**src/rtl/branch_predict_unit.sv**
```systemverilog
// branch_predict_unit
//   Resolves the branch outcome (PCAsrc/PCBsrc) from the 3-bit Branch code and
//   the ALU flags, predicts conditional branches at fetch with a PC-indexed
//   table of saturating counters (BHT), trains that table on resolution, flags
//   mispredictions and keeps saturating branch / mispredict statistics.
//
// Ports
//   clk              : clock, all state updates on the rising edge
//   rst_n            : asynchronous active-low reset
//   pc_f             : fetch PC to predict
//   pred_taken       : prediction for pc_f (MSB of the indexed counter)
//   res_valid        : resolve-stage branch info valid this cycle
//   res_pc           : PC of the resolving instruction
//   Branch           : 000 none, 001 jal, 010 jalr, 100 beq, 101 bne,
//                      110 blt, 111 bge, 011 reserved
//   zero, less       : ALU flags
//   res_pred         : prediction originally issued for this instruction
//   clear_stats      : synchronous clear of the statistics counters
//   PCAsrc           : actual taken, select branch target
//   PCBsrc           : jalr, target base comes from a register
//   mispredict       : combinational redirect request
//   mispredict_q     : mispredict registered one cycle (flush pulse)
//   stat_branches    : resolved conditional branches
//   stat_mispredicts : mispredicted conditional branches
module branch_predict_unit #(
  parameter int PC_WIDTH   = 32,
  parameter int IDX_BITS   = 6,
  parameter int CNT_WIDTH  = 2,
  parameter int STAT_WIDTH = 32
) (
  input  logic                  clk,
  input  logic                  rst_n,
  input  logic [PC_WIDTH-1:0]   pc_f,
  output logic                  pred_taken,
  input  logic                  res_valid,
  input  logic [PC_WIDTH-1:0]   res_pc,
  input  logic [2:0]            Branch,
  input  logic                  zero,
  input  logic                  less,
  input  logic                  res_pred,
  input  logic                  clear_stats,
  output logic                  PCAsrc,
  output logic                  PCBsrc,
  output logic                  mispredict,
  output logic                  mispredict_q,
  output logic [STAT_WIDTH-1:0] stat_branches,
  output logic [STAT_WIDTH-1:0] stat_mispredicts
);

  localparam int ENTRIES = 1 << IDX_BITS;
  // Weakly not-taken: 0111..1
  localparam logic [CNT_WIDTH-1:0]  CNT_INIT = {1'b0, {(CNT_WIDTH-1){1'b1}}};
  localparam logic [CNT_WIDTH-1:0]  CNT_MAX  = {CNT_WIDTH{1'b1}};
  localparam logic [CNT_WIDTH-1:0]  CNT_ONE  = {{(CNT_WIDTH-1){1'b0}}, 1'b1};
  localparam logic [STAT_WIDTH-1:0] STAT_MAX = {STAT_WIDTH{1'b1}};
  localparam logic [STAT_WIDTH-1:0] STAT_ONE = {{(STAT_WIDTH-1){1'b0}}, 1'b1};

  logic [CNT_WIDTH-1:0]  bht_q [ENTRIES];
  logic [IDX_BITS-1:0]   predIdx;
  logic [IDX_BITS-1:0]   resIdx;
  logic [CNT_WIDTH-1:0]  cntCur;
  logic [CNT_WIDTH-1:0]  cnt_d;
  logic                  trainEn;
  logic [STAT_WIDTH-1:0] branches_q, branches_d;
  logic [STAT_WIDTH-1:0] mispredicts_q, mispredicts_d;

  // PC bits outside the index field are deliberately ignored (aliasing).
  logic unused_pc_bits;
  assign unused_pc_bits = ^{pc_f[PC_WIDTH-1:IDX_BITS+2], pc_f[1:0],
                            res_pc[PC_WIDTH-1:IDX_BITS+2], res_pc[1:0]};

  assign predIdx = pc_f[IDX_BITS+1:2];
  assign resIdx  = res_pc[IDX_BITS+1:2];

  // Read port has no bypass: a same-cycle write is seen only after the edge.
  assign pred_taken = bht_q[predIdx][CNT_WIDTH-1];

  always_comb begin
    PCAsrc = 1'b0;
    unique case (Branch)
      3'b001, 3'b010: PCAsrc = 1'b1;
      3'b100:         PCAsrc = zero;
      3'b101:         PCAsrc = ~zero;
      3'b110:         PCAsrc = less;
      3'b111:         PCAsrc = ~less;
      default:        PCAsrc = 1'b0;
    endcase
  end

  assign PCBsrc = (Branch == 3'b010);

  // jalr always redirects since its target is unknown at fetch.
  assign mispredict = res_valid & ((PCAsrc ^ res_pred) | PCBsrc);

  // Only conditional codes (Branch[2] set) train and are counted.
  assign trainEn = res_valid & Branch[2];

  assign cntCur = bht_q[resIdx];

  always_comb begin
    cnt_d = cntCur;
    if (PCAsrc) begin
      if (cntCur != CNT_MAX) cnt_d = cntCur + CNT_ONE;
    end else begin
      if (cntCur != '0) cnt_d = cntCur - CNT_ONE;
    end
  end

  always_ff @(posedge clk or negedge rst_n) begin
    if (!rst_n) begin
      for (int i = 0; i < ENTRIES; i++) bht_q[i] <= CNT_INIT;
    end else if (trainEn) begin
      bht_q[resIdx] <= cnt_d;
    end
  end

  // Clear wins over a simultaneous increment; both counters saturate.
  always_comb begin
    branches_d    = branches_q;
    mispredicts_d = mispredicts_q;
    if (clear_stats) begin
      branches_d    = '0;
      mispredicts_d = '0;
    end else if (trainEn) begin
      if (branches_q != STAT_MAX) branches_d = branches_q + STAT_ONE;
      if (mispredict && (mispredicts_q != STAT_MAX))
        mispredicts_d = mispredicts_q + STAT_ONE;
    end
  end

  always_ff @(posedge clk or negedge rst_n) begin
    if (!rst_n) begin
      branches_q    <= '0;
      mispredicts_q <= '0;
      mispredict_q  <= 1'b0;
    end else begin
      branches_q    <= branches_d;
      mispredicts_q <= mispredicts_d;
      mispredict_q  <= mispredict;
    end
  end

  assign stat_branches    = branches_q;
  assign stat_mispredicts = mispredicts_q;

endmodule

```
**config.mk**
```make
export PLATFORM = sky130hd
export DESIGN_NAME = branch_predict_unit
export DESIGN_NICKNAME = d
export VERILOG_FILES = /design/src/rtl/branch_predict_unit.sv
export SDC_FILE = /design/constraint.sdc
export NUM_CORES = 1
export LEC_CHECK = 0
export BUFFER_PORTS_ARGS = -buffer_cell sky130_fd_sc_hd__buf_2
export CAP_MARGIN = 20
export CELL_PAD_IN_SITES_DETAIL_PLACEMENT = 0
export CELL_PAD_IN_SITES_GLOBAL_PLACEMENT = 1
export CORE_MARGIN = 2
export CORE_UTILIZATION = 40
export CTS_BUF_LIST = sky130_fd_sc_hd__clkbuf_2
export DETAILED_ROUTE_END_ITERATION = 8
export GPL_TIMING_DRIVEN = 0
export PLACE_DENSITY_LB_ADDON = 0.1
export SYNTH_ARGS = -nofsm -noshare
export SYNTH_HDL_FRONTEND = slang
export SYNTH_SLANG_ARGS = --single-unit
```
**constraint.sdc**
```tcl
create_clock -name clk -period 5.9 [get_ports clk]
set_input_delay 0.295 -clock clk [delete_from_list [all_inputs] [get_ports clk]]
set_output_delay 0.295 -clock clk [all_outputs]
set_load 0.01 [all_outputs]
```
; After elaboration in Yosys (flattened, before gate mapping)
; Cells that the tools add are included.
[word_totals]
register_bits = 193
input_bits = 74
out_inout_bits = 69
word_cells = 119
[op_classes]
add_sub_neg = 4
order_cmp = 3
n_eq_ne = 9
mux = 19
n_bitwise = 8
n_reduce_logical = 9
[op_table]
columns = operator, n
row1 = $mux W32, 6
row2 = $bwmux W128, 1
row3 = $add A32 B1 Y32 const B, 2
row4 = $ne A32 B32 Y1 const B, 2
row5 = $bmux W2 S6, 2
row6 = $mux W2, 8
row7 = $ge A7 B7 Y1 const B, 2
row8 = $not A6 Y7, 2
row9 = $demux W2 S6, 1
row10 = $eq A3 B3 Y1 const B, 4
row11 = $reduce_bool A2 Y1, 4
row12 = $lt A7 B1 Y1 const B, 1
row13 = $pmux W1 S5, 1
row14 = $reduce_and A2 Y1, 2
row15 = $eq A3 B1 Y1 const B, 1
row16 = $eq A3 B2 Y1 const B, 1
row17 = $add A2 B1 Y2 const B, 1
row18 = $and A1 B1 Y1, 2
row19 = $logic_and A1 B1 Y1, 2
row20 = $ne A2 B2 Y1 const B, 1
row21 = $not A1 Y1, 2
row22 = $reduce_or A2 Y1, 1
row23 = $sub A2 B1 Y2 const B, 1
row24 = $or A1 B1 Y1, 1
row25 = $xor A1 B1 Y1, 1

; Longest topological paths before layout
[depth]
depth_word = 10
ltp_mapped = 13
depth_no_buf = 8

; Worst setup path after synthesis
; No wires, ideal clock.
[synth_path]
path_type = input -> output
startpoint = input port pc_f[2]
endpoint = output port pred_taken
t_arrival_ps = 2735
required_ps = 5605
setup_slack_ps = 2870
cell_stages = 5
path_buffers = 2
path_cell_list = clkbuf_1 buf_1 mux4_2 mux4_2 mux4_2
[synth_via]
elab_chain_len = 4
[synth_rtl]
columns = item, line_no
row1 = start: declaration, 33  ; input logic [PC_WIDTH-1:0] pc_f,
row2 = $not A6 Y7 (implied by the code), 76  ; assign pred_taken = bht_q[predIdx][CNT_WIDTH-1];
row3 = $bmux W2 S6, 76
row4 = $mux W2 (implied by the code) (2 in a row), 76
row5 = end: declaration, 34  ; output logic pred_taken,
; Every way passes these cells. The select of a mux whose other input is x is not followed.

; Final worst setup path
; Same ends and word-level chain as after synthesis.

==> results.md <==
- Commonest cells in the netlist: nor2_1 (202), dfrtp_1 (129), a21oi_1 (76)
- Startpoint type of the worst setup path: input port
- Rel. slew slack: between 30% and 40%
- Routed wire length: just over 30 mm
- Largest net degree at the start of global routing: 110
- Worst path depth: 6
- Measured slew at the worst slew-check pin: ~1.0 ns
- First-pass GRT wire length: 49.4 mm
- Hold Path Class: in -> reg
- Synthesized area: between 10,000 and 15,000 um^2
- Clk Latency, worst-skew pair: 0.83 ns
- H-tree levels: 4
- GRT Total Usage: a little under a quarter
- Share of the synthesized area in the top cell type: between 30% and 40%
- Ys async rst share: 100%
- Setup Buffers After CTS: 0
- Setup violators final: 0
- Area Growth Syn to Fin: 11.3%
- DIE AREA: 27,800 um^2
- Longest Clk Path Bufs: 2
- Clock slew at reported path FFs: around 0.28 ns
- Total Nets Final: 1,258
- Share of cells above drive strength 1: 24.5%
- Final setup margin: 2.32 ns
- Netlist cell types: 55
- Min Tclk post-route: around 3.6 ns
- Num rows: slightly below 60
- Mean routed wirelength per cell: 20.3 um
- Clock sink count: slightly below 200
- Top cells by area, synth: dfrtp_1 (31%), dfstp_2 (16%), mux4_2 (8.9%)
- EDFF count, synth: 0
- Status: finished, final reports clean
- Routed via count: 8,489
- Synthesized Nets: about 1,100
- Die height: 167 um
- Hpwl dp: approximately 21 mm
- Avg Cell Area, Syn: roughly 10 um^2
- Sequential area share after synthesis: roughly 46%
- WP data required: 5.61 ns
- Post-cts gate resize count: 0
- Most frequent cell after synthesis: nor2_1
- Final Max Tran Viols: 0
- #FFs+latches synth: between 150 and 200
- CP dominant cell by count: mux4_2
- Peak VDD IR: roughly 0.14 mV
- Die X: ~170 um
- Setup WS pre-CTS: roughly 1.9 ns
- Cell depth of the worst hold path: 5
- Fmax: roughly 0.28 GHz
- Routability congestion estimate: ~0.8
- Final TNS setup: 0 ns
- DRC: 0
- LEAKAGE: about 4.7 nW
- Grt total ovfl: 0
- Worst Setup End Kind: output port
- Ys flop type: dfrtp_1
- Leading area contributor after synthesis: dfrtp_1
- Worst Path Arrival: roughly 3.3 ns
- CP bufs+invs: 3
- Setup Skew: between 0.07 and 0.08 ns
- Pwr Density: 235 nW/um^2
- DR vias/cell: roughly 5.5
- Port bufs: between 80 and 90
- Delay-heaviest family, CP: multiplexers
- Core area: approximately 26,000 um^2
- Cts bufs inserted: 17
- Worst Path Max Fanout: 10
- Ports: ~140
- Syn Inst Count: 1,071
- Detail Route Antenna Nets: 0
- Initial Util: between 40% and 50%
- Syn. warnings: 0
- Register-to-Register Path Depth: 9
- Iter 0 DRT Violations: 622
- CTS tree: yes
- CP max stage cell: buf_1
- WS Path Type: in -> out
- Critical Path, Cell by Cell: clkbuf_1, buf_1, mux4_2, mux4_2, mux4_2, buf_2
- Initial antenna violation count: 1
- Hold Fails Final Rpt: 0
- RSZ-0062 raised after global routing: false
- Vias in the first global route: around 8,300
- Post-route clock period utilization: about 61%
- Crit path largest cell delay: 0.80 ns
- Clk root buf: clkbuf_2
- Max_cap viols: 0
- TritonRoute pass-1 iters: 7
[area by class of cell]
cell class / count / area (um^2)
Tap cell: 335 / 419
Clock inverter: 14 / 151
Buffer: 82 / 389
Clock buffer: 18 / 90.1
Antenna cell: 2 / 5.00
Sequential cell: 193 / 4910
Timing Repair Buffer: 92 / 523
Fill cell: 2518 / 14200
Multi-Input combinational cell: 781 / 5230
Inverter: 15 / 56.3
[per-stage QoR]
step           hold WS, ns  cell area [um^2]  cells  utilization [%]  power, mW
6_report             0.122             11800   1532             45.3       2.77
5_1_grt             0.0960             11800   1532             45.3       2.91
4_1_cts             0.0769             11800   1528             45.3       2.80
3_5_place_dp         0.362             11500   1490             44.1       2.06
3_3_place_gp         0.446             11400   1489             43.9       2.05
2_1_floorplan    -0.000591             10600   1071                -       1.88
[layer usage]
layer,part of all wire (%),GRT usage (%)
met1,47,32.3
met3,4.6,3.42
met2,48,37.9
met4,0.44,3.19
met5,0,0
[final timing paths]
path	startpoint	end	slack, ns
max	pc_f[2]	pred_taken	2.32
min	Branch[2]	bht_q[94]$_DFFE_PN1P_	0.12
max reg2reg	stat_branches[11]$_DFFE_PN0P_	stat_branches[19]$_DFFE_PN0P_	2.78
min reg2reg	bht_q[80]$_DFFE_PN1P_	bht_q[80]$_DFFE_PN1P_	0.48
max in group asynchronous	rst_n	stat_branches[23]$_DFFE_PN0P_	3.91
min in group asynchronous	rst_n	bht_q[109]$_DFFE_PN0P_	0.55
[timing repair]
action                     in CTS  in global routing
hold buffers                    6                  0
setup endpoints to repair       0                  0
hold endpoints to repair       90                  0
[power breakdown]
group / internal [mW] / switching [mW] / total [mW] / leakage, nW
clock network: 0.207 / 0.521 / 0.728 / 0.152
logic: 0.207 / 0.295 / 0.501 / 2.14
registers: 1.46 / 0.0765 / 1.54 / 2.42
total: 1.88 / 0.892 / 2.77 / 4.71
[worst min-delay path: cells and delay by family]
kind            cells  cell delay [ns]
compound gates      1             0.06
buf+inv             1             0.14
simple gates        3             0.45
[sequential cells by signal, summed over array words and instances, names as in the netlist]
register and count:
bht_q 128, stat_mispredicts 32, stat_branches 32, mispredict_q 1
[placed cells by master, fill, tap and decap left out, drive strengths merged, types with 23 or more instances in the layout]
cell type and instances:
nor2 202, dfrtp 129, buf 119, o21ai 78, a21oi 76, nand2 74, clkbuf 67, dfstp 64
o31ai 45, mux4 42, xnor2 37, nand3 28, nor3 27, nand4 26, inv 23
[kinds of logic after synthesis]
kind of cell,count (synthesis),share of synthesized area (%)
xor+xnor,59,5.03
flops,193,46.4
fa+ha+maj,4,0.437
buf+inv,97,4.21
simple gates,429,18.6
compound gates,223,14.1
mux,66,11.2
(Power assumes the default switching activity.)
